**config.mk**
```make
export PLATFORM = sky130hd
export DESIGN_NAME = sp_ram_arbiter_flat
export DESIGN_NICKNAME = d
export VERILOG_FILES = /design/src/rtl/sp_ram_arbiter_pkg.sv /design/src/rtl/sp_ram_arbiter_if.sv /design/src/rtl/sp_ram_arbiter_prio.sv /design/src/rtl/sp_ram_arbiter.sv /design/src/flat_wrapper.sv
export SDC_FILE = /design/constraint.sdc
export NUM_CORES = 1
export LEC_CHECK = 0
export BUFFER_PORTS_ARGS = -buffer_cell sky130_fd_sc_hd__buf_2
export CAP_MARGIN = 5
export CORE_AREA = 2 2 82 84
export DETAILED_ROUTE_END_ITERATION = 6
export DIE_AREA = 0 0 84 86
export PLACE_DENSITY = 0.62
export SLEW_MARGIN = 25
export SYNTH_ARGS = -nofsm -noshare
export SYNTH_HDL_FRONTEND = slang
export SYNTH_SLANG_ARGS = --single-unit
```
**constraint.sdc**
```tcl
create_clock -name clk_i -period 1.6 [get_ports clk_i]
set_clock_uncertainty 0.2 [all_clocks]
set_input_delay 0.08 -clock clk_i [delete_from_list [all_inputs] [get_ports clk_i]]
set_output_delay 0.08 -clock clk_i [all_outputs]
set_load 0.05 [all_outputs]
```
**src/rtl/sp_ram_arbiter_pkg.sv**
```systemverilog
// Shared types and constants for the instr/data single-port RAM arbiter.
package sp_ram_arb_pkg;

  typedef enum logic {
    OWNER_INSTR = 1'b0,
    OWNER_DATA  = 1'b1
  } owner_e;

  localparam int          STARVE_W   = 4;
  localparam logic [31:0] RDATA_IDLE = 32'h0;

endpackage

```
**src/rtl/sp_ram_arbiter_if.sv**
```systemverilog
// Bundles the fetch port, data port and RAM port seen by sp_ram_arbiter.
interface sp_ram_arbiter_if #(
  parameter int ADDR_WIDTH = 12
);
  logic                  instr_req_i;
  logic                  instr_gnt_o;
  logic [ADDR_WIDTH-1:0] instr_addr_i;
  logic                  instr_rvalid_o;
  logic [31:0]           instr_rdata_o;

  logic                  data_req_i;
  logic                  data_gnt_o;
  logic [ADDR_WIDTH-1:0] data_addr_i;
  logic                  data_we_i;
  logic [3:0]            data_be_i;
  logic [31:0]           data_wdata_i;
  logic                  data_rvalid_o;
  logic [31:0]           data_rdata_o;

  logic                  ram_en_o;
  logic [ADDR_WIDTH-1:0] ram_addr_o;
  logic                  ram_we_o;
  logic [3:0]            ram_be_o;
  logic [31:0]           ram_wdata_o;
  logic [31:0]           ram_rdata_i;

  modport slave (
    input  instr_req_i, instr_addr_i,
    input  data_req_i, data_addr_i, data_we_i, data_be_i, data_wdata_i,
    input  ram_rdata_i,
    output instr_gnt_o, instr_rvalid_o, instr_rdata_o,
    output data_gnt_o, data_rvalid_o, data_rdata_o,
    output ram_en_o, ram_addr_o, ram_we_o, ram_be_o, ram_wdata_o
  );

  modport master (
    output instr_req_i, instr_addr_i,
    output data_req_i, data_addr_i, data_we_i, data_be_i, data_wdata_i,
    output ram_rdata_i,
    input  instr_gnt_o, instr_rvalid_o, instr_rdata_o,
    input  data_gnt_o, data_rvalid_o, data_rdata_o,
    input  ram_en_o, ram_addr_o, ram_we_o, ram_be_o, ram_wdata_o
  );
endinterface

```
**src/rtl/sp_ram_arbiter_prio.sv**
```systemverilog
// Grant decision for sp_ram_arbiter. SP_RAM_ARB_RR_EN selects round-robin;
// otherwise fixed data priority with an instr starvation guard.
module sp_ram_arb_prio
  import sp_ram_arb_pkg::*;
#(
  parameter int unsigned STARVE_LIMIT = 4
) (
  input  logic                i_block,
  input  logic                i_instr_req,
  input  logic                i_data_req,
`ifdef SP_RAM_ARB_RR_EN
  input  owner_e              i_last,
  output owner_e              o_last_nxt,
`else
  input  logic [STARVE_W-1:0] i_starve_cnt,
  output logic [STARVE_W-1:0] o_starve_cnt_nxt,
`endif
  output logic [1:0]          o_gnt
);

`ifdef SP_RAM_ARB_RR_EN
  always_comb begin
    o_gnt      = '0;
    o_last_nxt = i_last;
    if (!i_block) begin
      if (i_instr_req && i_data_req) begin
        o_gnt = (i_last == OWNER_DATA) ? 2'b01 : 2'b10;
      end else if (i_instr_req) begin
        o_gnt = 2'b01;
      end else if (i_data_req) begin
        o_gnt = 2'b10;
      end
    end
    if (o_gnt[0]) o_last_nxt = OWNER_INSTR;
    if (o_gnt[1]) o_last_nxt = OWNER_DATA;
  end
`else
  localparam logic [STARVE_W-1:0] LIMIT = STARVE_W'(STARVE_LIMIT);

  logic w_instr_first;

  always_comb begin
    o_gnt            = '0;
    o_starve_cnt_nxt = i_starve_cnt;
    w_instr_first    = (i_starve_cnt >= LIMIT);
    if (!i_block) begin
      if (i_instr_req && (!i_data_req || w_instr_first)) begin
        o_gnt = 2'b01;
      end else if (i_data_req) begin
        o_gnt = 2'b10;
      end
    end
    // Counter saturates at the limit instead of wrapping.
    if (!i_instr_req || o_gnt[0]) begin
      o_starve_cnt_nxt = '0;
    end else if (i_starve_cnt < LIMIT) begin
      o_starve_cnt_nxt = i_starve_cnt + STARVE_W'(1);
    end
  end
`endif

endmodule

```
**src/rtl/sp_ram_arbiter.sv**
```systemverilog
// Shares one single-port RAM between instr fetch and data ports.
// Define SP_RAM_ARB_RR_EN for round-robin instead of data priority.
module sp_ram_arbiter
  import sp_ram_arb_pkg::*;
#(
  parameter int          ADDR_WIDTH   = 12,
  parameter int unsigned STARVE_LIMIT = 4
) (
  input  logic             clk_i,
  input  logic             rst_i,
  sp_ram_arbiter_if.slave  bus
);

  logic [1:0]            w_gnt;
  logic [ADDR_WIDTH-1:0] w_ram_addr;
  logic                  w_rsp;
  logic                  w_instr_rvalid;
  logic                  w_data_rvalid;
  logic                  r_valid;
  logic                  r_wr;
  owner_e                r_owner;

`ifdef SP_RAM_ARB_RR_EN
  owner_e                r_last;
  owner_e                w_last_nxt;
`else
  logic [STARVE_W-1:0]   r_starve_cnt;
  logic [STARVE_W-1:0]   w_starve_nxt;
`endif

  sp_ram_arb_prio #(
    .STARVE_LIMIT(STARVE_LIMIT)
  ) u_prio (
    .i_block          (rst_i),
    .i_instr_req      (bus.instr_req_i),
    .i_data_req       (bus.data_req_i),
`ifdef SP_RAM_ARB_RR_EN
    .i_last           (r_last),
    .o_last_nxt       (w_last_nxt),
`else
    .i_starve_cnt     (r_starve_cnt),
    .o_starve_cnt_nxt (w_starve_nxt),
`endif
    .o_gnt            (w_gnt)
  );

  assign bus.instr_gnt_o = w_gnt[0];
  assign bus.data_gnt_o  = w_gnt[1];

  always_comb begin
    bus.ram_en_o    = 1'b0;
    w_ram_addr      = '0;
    bus.ram_we_o    = 1'b0;
    bus.ram_be_o    = '0;
    bus.ram_wdata_o = '0;
    if (w_gnt[1]) begin
      bus.ram_en_o    = 1'b1;
      w_ram_addr      = bus.data_addr_i;
      bus.ram_we_o    = bus.data_we_i;
      bus.ram_be_o    = bus.data_be_i;
      bus.ram_wdata_o = bus.data_wdata_i;
    end else if (w_gnt[0]) begin
      bus.ram_en_o = 1'b1;
      w_ram_addr   = bus.instr_addr_i;
      bus.ram_be_o = 4'hF;
    end
  end

  assign bus.ram_addr_o = w_ram_addr;

  always_ff @(posedge clk_i) begin
    if (rst_i) begin
      r_valid      <= 1'b0;
      r_wr         <= 1'b0;
      r_owner      <= OWNER_INSTR;
`ifdef SP_RAM_ARB_RR_EN
      r_last       <= OWNER_INSTR;
`else
      r_starve_cnt <= '0;
`endif
    end else begin
      r_valid <= |w_gnt;
      if (|w_gnt) begin
        r_owner <= w_gnt[1] ? OWNER_DATA : OWNER_INSTR;
        r_wr    <= w_gnt[1] & bus.data_we_i;
      end
`ifdef SP_RAM_ARB_RR_EN
      r_last       <= w_last_nxt;
`else
      r_starve_cnt <= w_starve_nxt;
`endif
    end
  end

  // Gating with rst_i drops a response that falls into the first reset cycle.
  assign w_rsp          = r_valid & ~rst_i;
  assign w_instr_rvalid = w_rsp && (r_owner == OWNER_INSTR);
  assign w_data_rvalid  = w_rsp && (r_owner == OWNER_DATA);

  assign bus.instr_rvalid_o = w_instr_rvalid;
  assign bus.data_rvalid_o  = w_data_rvalid;
  assign bus.instr_rdata_o  = w_instr_rvalid ? bus.ram_rdata_i : RDATA_IDLE;
  assign bus.data_rdata_o   = (w_data_rvalid && !r_wr) ? bus.ram_rdata_i : RDATA_IDLE;

endmodule

```
**src/flat_wrapper.sv**
```systemverilog
// flat-port wrapper written by rule: the top's interface ports become plain ports
module sp_ram_arbiter_flat import sp_ram_arb_pkg::*;
#(
  parameter int          ADDR_WIDTH   = 12,
  parameter int unsigned STARVE_LIMIT = 4
)
  (clk_i, rst_i, bus_instr_req_i, bus_instr_addr_i, bus_data_req_i, bus_data_addr_i, bus_data_we_i, bus_data_be_i, bus_data_wdata_i, bus_ram_rdata_i, bus_instr_gnt_o, bus_instr_rvalid_o, bus_instr_rdata_o, bus_data_gnt_o, bus_data_rvalid_o, bus_data_rdata_o, bus_ram_en_o, bus_ram_addr_o, bus_ram_we_o, bus_ram_be_o, bus_ram_wdata_o);
  sp_ram_arbiter_if #(.ADDR_WIDTH(ADDR_WIDTH)) bus_i ();
  input  logic clk_i;
  input  logic rst_i;
  input wire logic [$bits(bus_i.instr_req_i)-1:0] bus_instr_req_i;
  input wire logic [$bits(bus_i.instr_addr_i)-1:0] bus_instr_addr_i;
  input wire logic [$bits(bus_i.data_req_i)-1:0] bus_data_req_i;
  input wire logic [$bits(bus_i.data_addr_i)-1:0] bus_data_addr_i;
  input wire logic [$bits(bus_i.data_we_i)-1:0] bus_data_we_i;
  input wire logic [$bits(bus_i.data_be_i)-1:0] bus_data_be_i;
  input wire logic [$bits(bus_i.data_wdata_i)-1:0] bus_data_wdata_i;
  input wire logic [$bits(bus_i.ram_rdata_i)-1:0] bus_ram_rdata_i;
  output wire logic [$bits(bus_i.instr_gnt_o)-1:0] bus_instr_gnt_o;
  output wire logic [$bits(bus_i.instr_rvalid_o)-1:0] bus_instr_rvalid_o;
  output wire logic [$bits(bus_i.instr_rdata_o)-1:0] bus_instr_rdata_o;
  output wire logic [$bits(bus_i.data_gnt_o)-1:0] bus_data_gnt_o;
  output wire logic [$bits(bus_i.data_rvalid_o)-1:0] bus_data_rvalid_o;
  output wire logic [$bits(bus_i.data_rdata_o)-1:0] bus_data_rdata_o;
  output wire logic [$bits(bus_i.ram_en_o)-1:0] bus_ram_en_o;
  output wire logic [$bits(bus_i.ram_addr_o)-1:0] bus_ram_addr_o;
  output wire logic [$bits(bus_i.ram_we_o)-1:0] bus_ram_we_o;
  output wire logic [$bits(bus_i.ram_be_o)-1:0] bus_ram_be_o;
  output wire logic [$bits(bus_i.ram_wdata_o)-1:0] bus_ram_wdata_o;
  assign bus_i.instr_req_i = bus_instr_req_i;
  assign bus_i.instr_addr_i = bus_instr_addr_i;
  assign bus_i.data_req_i = bus_data_req_i;
  assign bus_i.data_addr_i = bus_data_addr_i;
  assign bus_i.data_we_i = bus_data_we_i;
  assign bus_i.data_be_i = bus_data_be_i;
  assign bus_i.data_wdata_i = bus_data_wdata_i;
  assign bus_i.ram_rdata_i = bus_ram_rdata_i;
  assign bus_instr_gnt_o = bus_i.instr_gnt_o;
  assign bus_instr_rvalid_o = bus_i.instr_rvalid_o;
  assign bus_instr_rdata_o = bus_i.instr_rdata_o;
  assign bus_data_gnt_o = bus_i.data_gnt_o;
  assign bus_data_rvalid_o = bus_i.data_rvalid_o;
  assign bus_data_rdata_o = bus_i.data_rdata_o;
  assign bus_ram_en_o = bus_i.ram_en_o;
  assign bus_ram_addr_o = bus_i.ram_addr_o;
  assign bus_ram_we_o = bus_i.ram_we_o;
  assign bus_ram_be_o = bus_i.ram_be_o;
  assign bus_ram_wdata_o = bus_i.ram_wdata_o;
  sp_ram_arbiter #(.ADDR_WIDTH(ADDR_WIDTH), .STARVE_LIMIT(STARVE_LIMIT)) u_core (.clk_i(clk_i), .rst_i(rst_i), .bus(bus_i));
endmodule
```
After elaboration in Yosys (flattened, before gate mapping)
Index checks and enable logic that the tools add are counted.
{ "totals": {"reg_bits": 7, "latchBits": 0, "mem_bits_rw": 0, "rom_bits": 0, "in_bits": 97, "mem_count": 0} }
{ "classes": {"n_addsub": 1, "n_mul": 0, "div_mod_pow": 0, "magnitude_cmp": 2, "n_eq_ne": 0, "shift": 0, "mux": 14, "bitwise": 4, "n_reduce_logical": 11} }
{ "ops": {"columns": ["cell", "count"], "rows": [
  ["$mux 32", 3],
  ["$mux 12", 2],
  ["$mux 4", 2],
  ["$mux 2", 3],
  ["$add 4x1->4 const B", 1],
  ["$ge 4x3->1 const B", 1],
  ["$logic_and 1x1->1", 4],
  ["$lt 4x3->1 const B", 1],
  ["$mux 1", 4],
  ["$reduce_or 2->1", 2],
  ["$logic_not 1->1", 3],
  ["$and 1x1->1", 2],
  ["$logic_or 1x1->1", 2],
  ["$not 1->1", 2]
]} }

Depth between registers and ports, before layout
Gate-level depths: netlist of run 1.
{ "logic_depth": {"ltp_word": 7, "depth_mapped": 5, "ltp_nobuf": 3} }

Cells and area by module
From an unflattened synthesis of run 1, not the netlist that was laid out.
{ "hier_totals": {"cells_unflattened": 170, "hier_area_um2": 1261.2} }
{ "by_module_without_submodules": {"columns": ["mod", "n_inst", "cells_per_inst", "area_per_inst_um2", "seq_area_each_um2"], "rows": [
  ["sp_ram_arbiter", 1, 150, 1084.8, 140.1],
  ["sp_ram_arb_prio", 1, 20, 176.4, 0.0]
]} }

Least setup slack after synthesis of run 1
OpenSTA, ideal clock, no wires.
{ "synth_path": {"path_type": "reg-to-output", "from": "register u_core.r_owner", "to": "output bus_instr_rdata_o[11]", "arrival_time_ns": 1.694, "setup_slack_ns": -0.374, "path_stages_with_launch": 4, "path_buffers": 1, "path_cell_list": "dfxtp_1 nor3b_2 clkbuf_1 and2_1"} }
{ "synth_between": {"elab_chain_cells": 3} }
{ "synth_rtl": {"columns": ["element", "line", "source"], "rows": [
  ["start, declared", "sp_ram_arbiter.sv:21", "owner_e r_owner;"],
  ["start signal, assigned", "sp_ram_arbiter.sv:84", "r_owner <= w_gnt[1] ? OWNER_DATA : OWNER_INSTR;"],
  ["$not 1->1", "sp_ram_arbiter.sv:97", "assign w_instr_rvalid = w_rsp && (r_owner == OWNER_INSTR);"],
  ["$logic_and 1x1->1", "sp_ram_arbiter.sv:97", null],
  ["named net bus_instr_rvalid_o", "flat_wrapper.sv:20", "output wire logic [$bits(bus_i.instr_rvalid_o)-1:0] bus_instr_rvalid_o;"],
  ["$mux 32", "sp_ram_arbiter.sv:102", "assign bus.instr_rdata_o = w_instr_rvalid ? bus.ram_rdata_i : RDATA_IDLE;"],
  ["end, declared", "flat_wrapper.sv:21", "output wire logic [$bits(bus_i.instr_rdata_o)-1:0] bus_instr_rdata_o;"]
]} }
The timed path passes the listed nets, and every way through them passes these cells.

Final worst setup path of run 1
{ "layout_path": {"from": "register u_core.r_owner", "to": "output bus_data_rdata_o[23]"} }
{ "layout_between": {"elab_chain_cells": 3} }
{ "layout_rtl": {"columns": ["element", "line", "source"], "rows": [
  ["$logic_and 1x1->1", "sp_ram_arbiter.sv:98", "assign w_data_rvalid = w_rsp && (r_owner == OWNER_DATA);"],
  ["$logic_and 1x1->1", "sp_ram_arbiter.sv:103", "assign bus.data_rdata_o = (w_data_rvalid && !r_wr) ? bus.ram_rdata_i : RDATA_IDLE;"],
  ["$mux 32", "sp_ram_arbiter.sv:103", null],
  ["end, declared", "flat_wrapper.sv:24", "output wire logic [$bits(bus_i.data_rdata_o)-1:0] bus_data_rdata_o;"]
]} }
No other way between the ends.

==> results.yml, run 1 <==
hold_path:
  hp-class: "primary input to flip-flop"
place:
  dp.cells: 438
  placed_area_um2: 2400
  pre_cts_ws_ns: -0.0140
  io_buffer_count: 214
  dp_hpwl_um: 4320
  routabilityCongestion: 0.793
finish:
  final_util: 0.614
  diodes: 0
  final_area_um2: 3850
  multiInputGateArea_um2: 1100
  fin_cells: 457
  area_delta_synth_final_pct: 254
  fill_cells: 505
  fin_nets: 479
  seq_area_um2: 148
  drive_above_1_share: 0.918
clock_tree:
  htreeDepth: 1
  max-clock-path-buffers: 2
  cts.sinks: 7
  cts_tree: "done"
  clockRootBuffer: "clkbuf_8"
  clk_pin_slew_ns: 0.04
  clk_latency_ns: 0.22
  cts_buffers: 3
route:
  firstDrtPassIters: 4
  drc: 0
  via_per_inst: 4.46
  drt-initial-drc-count: 32
  vias: 2040
  post_drt_wl_per_cell_um: 17.1
  ant_nets: 0
  wirelength_um: 7820
yosys:
  synth_ff_type: "dfxtp_1"
  synth_top_cell_by_area: "and2_1"
  yosysTopAreaCellShare: 0.557
  async_flop_share: 0
  synth_area_um2: 1090
  ys_ff_latch: 7
  netlist_instances: 154
  synth_most_common_cell: "and2_1"
  syn_avg_cell_area_um2: 7.07
  syn_nets: 252
  ys_top_cells_by_count: "97 x and2_1, 13 x a22o_1, 8 x buf_2"
  yosysSeqAreaShare: 0.129
  synth_edf_count: 0
  yosysWarnings: 0
  netlist_top_cells_area: "and2_1 56%, dfxtp_1 13%, a22o_1 10%"
  netlist-cell-type-count: 18
grt:
  overflow: 0
  grt_usage: 0.185
  grt_pass1_wl_um: 10700
  grt_antenna_before_repair: 0
  grt_max_degree: 53
  grt_pass1_vias: 2109
timing:
  rsz0062_at_grt: "true"
  max_freq_ghz: 0.562
  min_period_over_period: 1.11
  setup_ws_ns: -0.179
  hold_viol_final: 0
  report.final.setup_viol: 114
  drv_slew: 0
  period_minus_slack_ns: 1.78
floorplan:
  dieArea_um2: 7220
  start_util: 0.173
  rows: 29
  die_w_um: 84
  die_h_um: 86
  core_um2: 6280
  io_pins: 215
power_and_ir_drop:
  fin_total_pwr_w: 0.00151
  p_per_area_nw_per_um2: 391
  p_leak_nw: 2.01
  peakVddDrop_v: 0.000557
critical_path:
  crit_path_end_kind: "output pin"
  path_class: "flip-flop to output pin"
  cp-start-kind: "flip-flop"
  path_max_fanout: 8
  cp.required_ns: 1.32
  worstPathArrival_ns: 1.50
run_status:
  violations: "setup timing"
  status: "complete, but fails checks"
job:
  drv_cap: 0
logic make-up (layout without fill, tap and decap cells):
kind of cell | Yosys count | in the layout | share of synthesized area
AND/OR/NAND/NOR | 112 | 112 | 0.648
adder cells (fa/ha/maj) | 1 | 1 | 0.0115
flip-flops | 7 | 7 | 0.129
buffers and inverters | 14 | 240 | 0.0644
AO/OA/AOI/OAI | 19 | 19 | 0.144
other | 1 | 1 | 0.00344
sequential cells by signal (all words and copies together), names as in the netlist:
name and count:
u_core.r_owner 1, u_core.r_valid 1, u_core.r_wr 1, u_core.r_starve_cnt 4
stage by stage:
stage / setup TNS [ns] / hold WS (ns)
finish: -13.38 / 0.0245
floorplan: -1.06 / -0.0476
detailed placement: -0.0685 / 0.138
global route: -19.63 / 0.0496
CTS: -13.43 / 0.0233
global placement: 0 / 0.138
routing by layer:
metal	vias to the layer above	GRT usage	part of all wire
met2	129	0.393	0.59
met4	0	0.0630	0.029
met5	-	0	0
met1	949	0.166	0.31
met3	16	0.0462	0.067
li1	946	-	-
path summary, 6_finish.rpt:
kind                                       startpoint                                   to  slack (ns)  cells past startpoint
setup / recovery          u_core.r_owner$_SDFFE_PP0P_                 bus_data_rdata_o[23]       -0.18                      5
hold / removal                        bus_instr_req_i          u_core.r_owner$_SDFFE_PP0P_        0.02                      3
setup reg to reg  u_core.r_starve_cnt[2]$_SDFFE_PP0N_             u_core.r_wr$_SDFFE_PP0P_        0.21                      4
hold reg to reg   u_core.r_starve_cnt[0]$_SDFFE_PP0N_  u_core.r_starve_cnt[0]$_SDFFE_PP0N_        0.23                      1
cell type report:
cell class | instances | share of cell area
multi-input cells | 133 | 0.286
repair buffers | 236 | 0.639
well taps | 77 | 0.0250
clock buffers | 4 | 0.0117
flip-flops and latches | 7 | 0.0383
timing repair:
item,CTS,global route
gates resized for setup,303,66
gates cloned,5,3
endpoints found under the hold margin,2,0
setup buffers,3,0
pin swaps,26,36
hold buffers,4,0
setup endpoints to repair,115,116
power breakdown:
group	switching (W)	total, W	internal (W)
logic	0.000590	0.00107	0.000485
registers	0.00000503	0.000187	0.000182
clock network	0.0000718	0.000244	0.000172
cell usage in the layout, fill, tap and decap left out, drive strengths merged:
master and n:
a21o 5, a22o 13, and2 97, and2b 1, and3 2, and3b 2
buf 229, clkbuf 7, conb 1, dfxtp 7, dlygate4sd3 4, ha 1
nand2 1, nor2 4, nor2b 2, nor3 1, nor3b 2, o21ai 1
critical path: stages, from the launching register on:
cell and delay [ns]:
dfxtp_4 0.35, and3b_2 0.18, and2b_4 0.25, clkbuf_16 0.18
and2_4 0.16, buf_8 0.15
(Power assumes the default switching activity.)
==> run 2, diff against run 1 <==
PLACE_DENSITY = 0.67   (was 0.62)
==> results.yml, run 2 (synthesis results as in run 1) <==
power_and_ir_drop:
  p_int_w: 0.000829
  p_sw_w: 0.000664
  p_per_area_nw_per_um2: 401
  p_leak_nw: 1.96
  netSwitchingFraction: 0.445
  combPwrFrac: 0.707
  clock_power_share: 0.168
  seqPwrFrac: 0.125
  peakVddDrop_v: 0.000326
  fin_total_pwr_w: 0.00149
critical_path:
  worstPathArrival_ns: 1.48
  path_max_fanout: 32
  crit_family: "simple AND/OR/NAND/NOR gates"
  cp.required_ns: 1.32
  path_class: "flip-flop to output pin"
  path_buf_inv: 2
  crit_chain: "and3b_2 > and2b_1 > buf_12 > and2_2 > buf_6"
  crit_path_end_kind: "output pin"
  cp-start-kind: "flip-flop"
  cp_slowest_stage_delay_ns: 0.35
  cp_slowest_cell: "dfxtp_4"
route:
  top_layer: "met4"
  vias: 1951
  drc: 0
  route.met2.wl_um: 3970
  routed-wl-met3_um: 498
  via_per_inst: 4.30
  firstDrtPassIters: 4
  drt-initial-drc-count: 29
  ant_nets: 0
  post_drt_wl_per_cell_um: 15.2
  wl_met1_um: 2370
  wirelength_um: 6920
finish:
  mostFrequentLayoutCells: "98 x buf_2, 68 x buf_8, 55 x and2_4, 51 x buf_6, 38 x and2_2"
  area_delta_synth_final_pct: 242
  drive_above_1_share: 0.920
  final_common_cell: "buf_2"
  fin_nets: 476
  regMostFlops: "u_core.r_starve_cnt"
  largest_reg_flops: 4
  diodes: 0
place:
  io_buffer_count: 214
  routabilityCongestion: 0.809
  dp_hpwl_um: 4400
floorplan:
  die_h_um: 86
  dieArea_um2: 7220
  core_um2: 6280
  rows: 29
  die_w_um: 84
  io_pins: 215
  start_util: 0.173
run_status:
  violations: "setup timing"
  status: "complete, but fails checks"
hold_path:
  hp-class: "primary input to flip-flop"
clock_tree:
  cts.sinks: 7
  clk_latency_ns: 0.22
  htreeDepth: 1
  max-clock-path-buffers: 2
  clockRootBuffer: "clkbuf_8"
  cts_buffers: 3
  clk_pin_slew_ns: 0.04
  cts_tree: "done"
timing:
  report.final.setup_viol: 110
  drv_slew: 0
  setup_ws_ns: -0.159
  min_period_over_period: 1.10
  period_minus_slack_ns: 1.76
  hold_viol_final: 0
  rsz0062_at_grt: "true"
  max_freq_ghz: 0.568
  holdWs_ns: 0.0101
grt:
  grt_antenna_before_repair: 0
  grt_usage: 0.172
  grt_pass1_vias: 2127
  overflow: 0
  grt_pass1_wl_um: 10100
  grt_max_degree: 33
job:
  drv_cap: 0
-- run 2: cell count changes in the layout (fill, tap and decap cells not counted), moves of 2 or more --
cell,delta
buf_8,-8
buf_6,+10
dlygate4sd3_1,-2
buf_16,-2
and2_2,+10
buf_4,+2
clkbuf_16,-2
and2_4,-11
-- run 2: through the flow --
stage / setup TNS (ns) / instance area (um^2) / util / cells / worst slack, ns
global route: -18.50 / 3720 / 0.593 / 454 / -0.202
detailed placement: -9.02 / 2420 / 0.385 / 440 / -0.580
floorplan: -1.06 / 1220 / - / 154 / -0.0631
global placement: -7.15 / 2420 / 0.385 / 440 / -0.432
finish: -12.21 / 3720 / 0.593 / 454 / -0.159
CTS: -12.64 / 3610 / 0.576 / 454 / -0.171
-- run 2: per-layer routing --
metal / vias to the layer above / global-route usage
met2: 132 / 0.356
li1: 934 / -
met5: - / 0
met3: 6 / 0.0327
met4: 0 / 0.0484
met1: 879 / 0.173
-- run 2: worst min-delay path, delay by kind of cell --
kind	cells	cell delay, ns
buffers and inverters	2	0.19
AND/OR/NAND/NOR	2	0.13
-- run 2: area by class of cell --
type / instances / area, um^2
clock buffers: 4 / 45.0
fillers: 515 / 2560
multi-input cells: 133 / 1090
flip-flops and latches: 7 / 148
well taps: 77 / 96.3
repair buffers: 233 / 2340
-- run 2: final timing paths --
path,startpoint,endpoint,slack [ns],depth (start not counted)
setup reg to reg,u_core.r_starve_cnt[2]$_SDFFE_PP0N_,u_core.r_wr$_SDFFE_PP0P_,0.27,4
setup / recovery,u_core.r_owner$_SDFFE_PP0P_,bus_data_rdata_o[8],-0.16,5
hold / removal,bus_data_req_i,u_core.r_valid$_SDFF_PP0_,0.01,4
hold reg to reg,u_core.r_starve_cnt[0]$_SDFFE_PP0N_,u_core.r_starve_cnt[0]$_SDFFE_PP0N_,0.22,1
-- run 2: power by group through the flow --
stage | Combinational [W] | Sequential [W] | Clock (W)
after floorplan | 0.000514 | 0.000188 | 0
after global placement | 0.000754 | 0.000188 | 0
after detailed placement | 0.000762 | 0.000189 | 0
after CTS | 0.00102 | 0.000187 | 0.000261
after global routing | 0.00110 | 0.000187 | 0.000272
final | 0.00106 | 0.000187 | 0.000251
-- run 2: repair_timing --
item | CTS | global route
gates cloned | 4 | 1
buffers inserted | 4 | 2
endpoints found under the setup margin | 115 | 116
pin swaps | 13 | 6
hold buffers | 2 | 0
resized for setup | 314 | 42
endpoints found under the hold margin | 2 | 0
==> run 3, diff against run 2 <==
SKIP_LAST_GASP = 1   (was default)
==> results.yml, run 3 (synthesis results as in run 1) <==
clock_tree:
  clockRootBuffer: "clkbuf_8"
  cts_tree: "done"
  cts_buffers: 3
  cts.sinks: 7
  clk_pin_slew_ns: 0.04
  clk_latency_ns: 0.22
  htreeDepth: 1
  max-clock-path-buffers: 2
power_and_ir_drop:
  combPwrFrac: 0.708
  clock_power_share: 0.168
  netSwitchingFraction: 0.446
  seqPwrFrac: 0.125
  p_int_w: 0.000831
  p_per_area_nw_per_um2: 395
  peakVddDrop_v: 0.000353
  p_leak_nw: 1.99
  p_sw_w: 0.000669
critical_path:
  reg2reg_from: "u_core.r_starve_cnt[2]$_SDFFE_PP0N_"
  path_class: "flip-flop to output pin"
  r2r-end: "u_core.r_wr$_SDFFE_PP0P_"
  rrSetupSlack_ns: 0.27
  worstPathArrival_ns: 1.47
  reg2reg_depth: 4
  cp.required_ns: 1.32
  cp-start-kind: "flip-flop"
  crit_path_end_kind: "output pin"
  path_max_fanout: 24
grt:
  met2_usage: 0.359
  grt_antenna_before_repair: 0
  met1_usage: 0.171
  grt_pass1_wl_um: 10100
  grt_pass1_vias: 2146
  grt_max_degree: 33
  grt_usage: 0.171
  overflow: 0
  groute.layer.met3.usage: 0.0327
  busiest_layer: "met2"
floorplan:
  core_um2: 6280
  io_pins: 215
  dieArea_um2: 7220
  rows: 29
  die_h_um: 86
  die_w_um: 84
  start_util: 0.173
timing:
  max_freq_ghz: 0.571
  report.final.setup_viol: 109
  period_minus_slack_ns: 1.75
  holdWs_ns: 0.0124
  setup_ws_ns: -0.151
  drv_slew: 0
  hold_viol_final: 0
  rsz0062_at_grt: "true"
  min_period_over_period: 1.09
  final.setup.tns_ns: -12.54
finish:
  mostFrequentLayoutCells: "99 x buf_2, 67 x buf_8, 65 x and2_4, 53 x buf_6, 27 x and2_2"
  diodes: 0
  largest_reg_flops: 4
  area_delta_synth_final_pct: 249
  fin_cells: 458
  final_common_cell: "buf_2"
  fin_nets: 480
  regMostFlops: "u_core.r_starve_cnt"
  drive_above_1_share: 0.921
route:
  firstDrtPassIters: 4
  wirelength_um: 7330
  vias: 2016
  ant_nets: 0
  post_drt_wl_per_cell_um: 16.0
  drc: 0
  drt-initial-drc-count: 28
  via_per_inst: 4.40
hold_path:
  worstHoldPathCells: 4
  hold_end: "u_core.r_valid$_SDFF_PP0_"
  hp-class: "primary input to flip-flop"
  hold_start: "bus_data_req_i"
run_status:
  violations: "setup timing"
  status: "complete, but fails checks"
job:
  drv_cap: 0
place:
  io_buffer_count: 214
  routabilityCongestion: 0.809
  dp_hpwl_um: 4400
  dp.cells: 440
-- run 3: cell count changes in the layout (fill, tap and decap cells not counted) --
cell       previous run  this run
buf_6                51        53
buf_8                68        67
and2b_4               0         1
clkbuf_16             1         3
and2b_1               1         0
and2_2               38        27
and2_4               55        65
and2_1                4         5
buf_2                98        99
-- run 3: power by group through the flow --
stage | clock network [W] | registers, W | logic, W
after floorplan | 0 | 0.000188 | 0.000514
after global placement | 0 | 0.000188 | 0.000754
after detailed placement | 0 | 0.000189 | 0.000762
after CTS | 0.000261 | 0.000187 | 0.00101
after global routing | 0.000272 | 0.000187 | 0.00110
final | 0.000251 | 0.000187 | 0.00106
-- run 3: worst max-delay path by stage --
| stage | startpoint | to |
|---|---|---|
| 4_1_cts | u_core.r_starve_cnt[2]$_SDFFE_PP0N_ | bus_ram_addr_o[7] |
| 5_1_grt | u_core.r_starve_cnt[2]$_SDFFE_PP0N_ | bus_ram_wdata_o[28] |
| 2_1_floorplan | u_core.r_starve_cnt[2]$_SDFFE_PP0N_ | bus_ram_wdata_o[24] |
| 3_3_place_gp | bus_instr_req_i | bus_ram_addr_o[9] |
| 6_report | u_core.r_starve_cnt[2]$_SDFFE_PP0N_ | bus_ram_addr_o[6] |
| 3_5_place_dp | rst_i | bus_ram_addr_o[7] |
-- run 3: final cells by class --
cell class | instances | area, um^2
Clock buffer | 4 | 45.0
Fill cell | 491 | 2480
Multi-Input combinational cell | 133 | 1110
Sequential cell | 7 | 148
Tap cell | 77 | 96.3
Timing Repair Buffer | 237 | 2400
-- run 3: layer usage --
layer  vias to the layer above  share of wire
li1                        943              -
met1                       933           0.34
met2                       134           0.58
met3                         6          0.073
met4                         0          0.011
met5                         -              0
-- run 3: worst max-delay path, stage by stage (launching register included) --
cell     delay [ns]
dfxtp_2        0.33
o21ai_1        0.06
and3b_2        0.26
buf_12         0.17
a22o_2         0.26
buf_6          0.15
-- run 3: per-stage QoR --
step | power, W | area [um^2] | setup WS (ns) | util
2_1_floorplan | 0.000702 | 1220 | -0.0631 | -
3_3_place_gp | 0.000942 | 2420 | -0.432 | 0.385
3_5_place_dp | 0.000951 | 2420 | -0.580 | 0.385
4_1_cts | 0.00146 | 3480 | -0.171 | 0.554
5_1_grt | 0.00156 | 3800 | -0.204 | 0.605
6_report | 0.00150 | 3800 | -0.151 | 0.605
-- run 3: what timing repair did --
action / in CTS / in global routing
hold buffers: 2 / 0
cloned: 4 / 4
hold endpoints to repair: 2 / 0
pin swaps: 13 / 50
setup buffers: 4 / 3
gates resized for setup: 278 / 87
setup endpoints to repair: 115 / 116
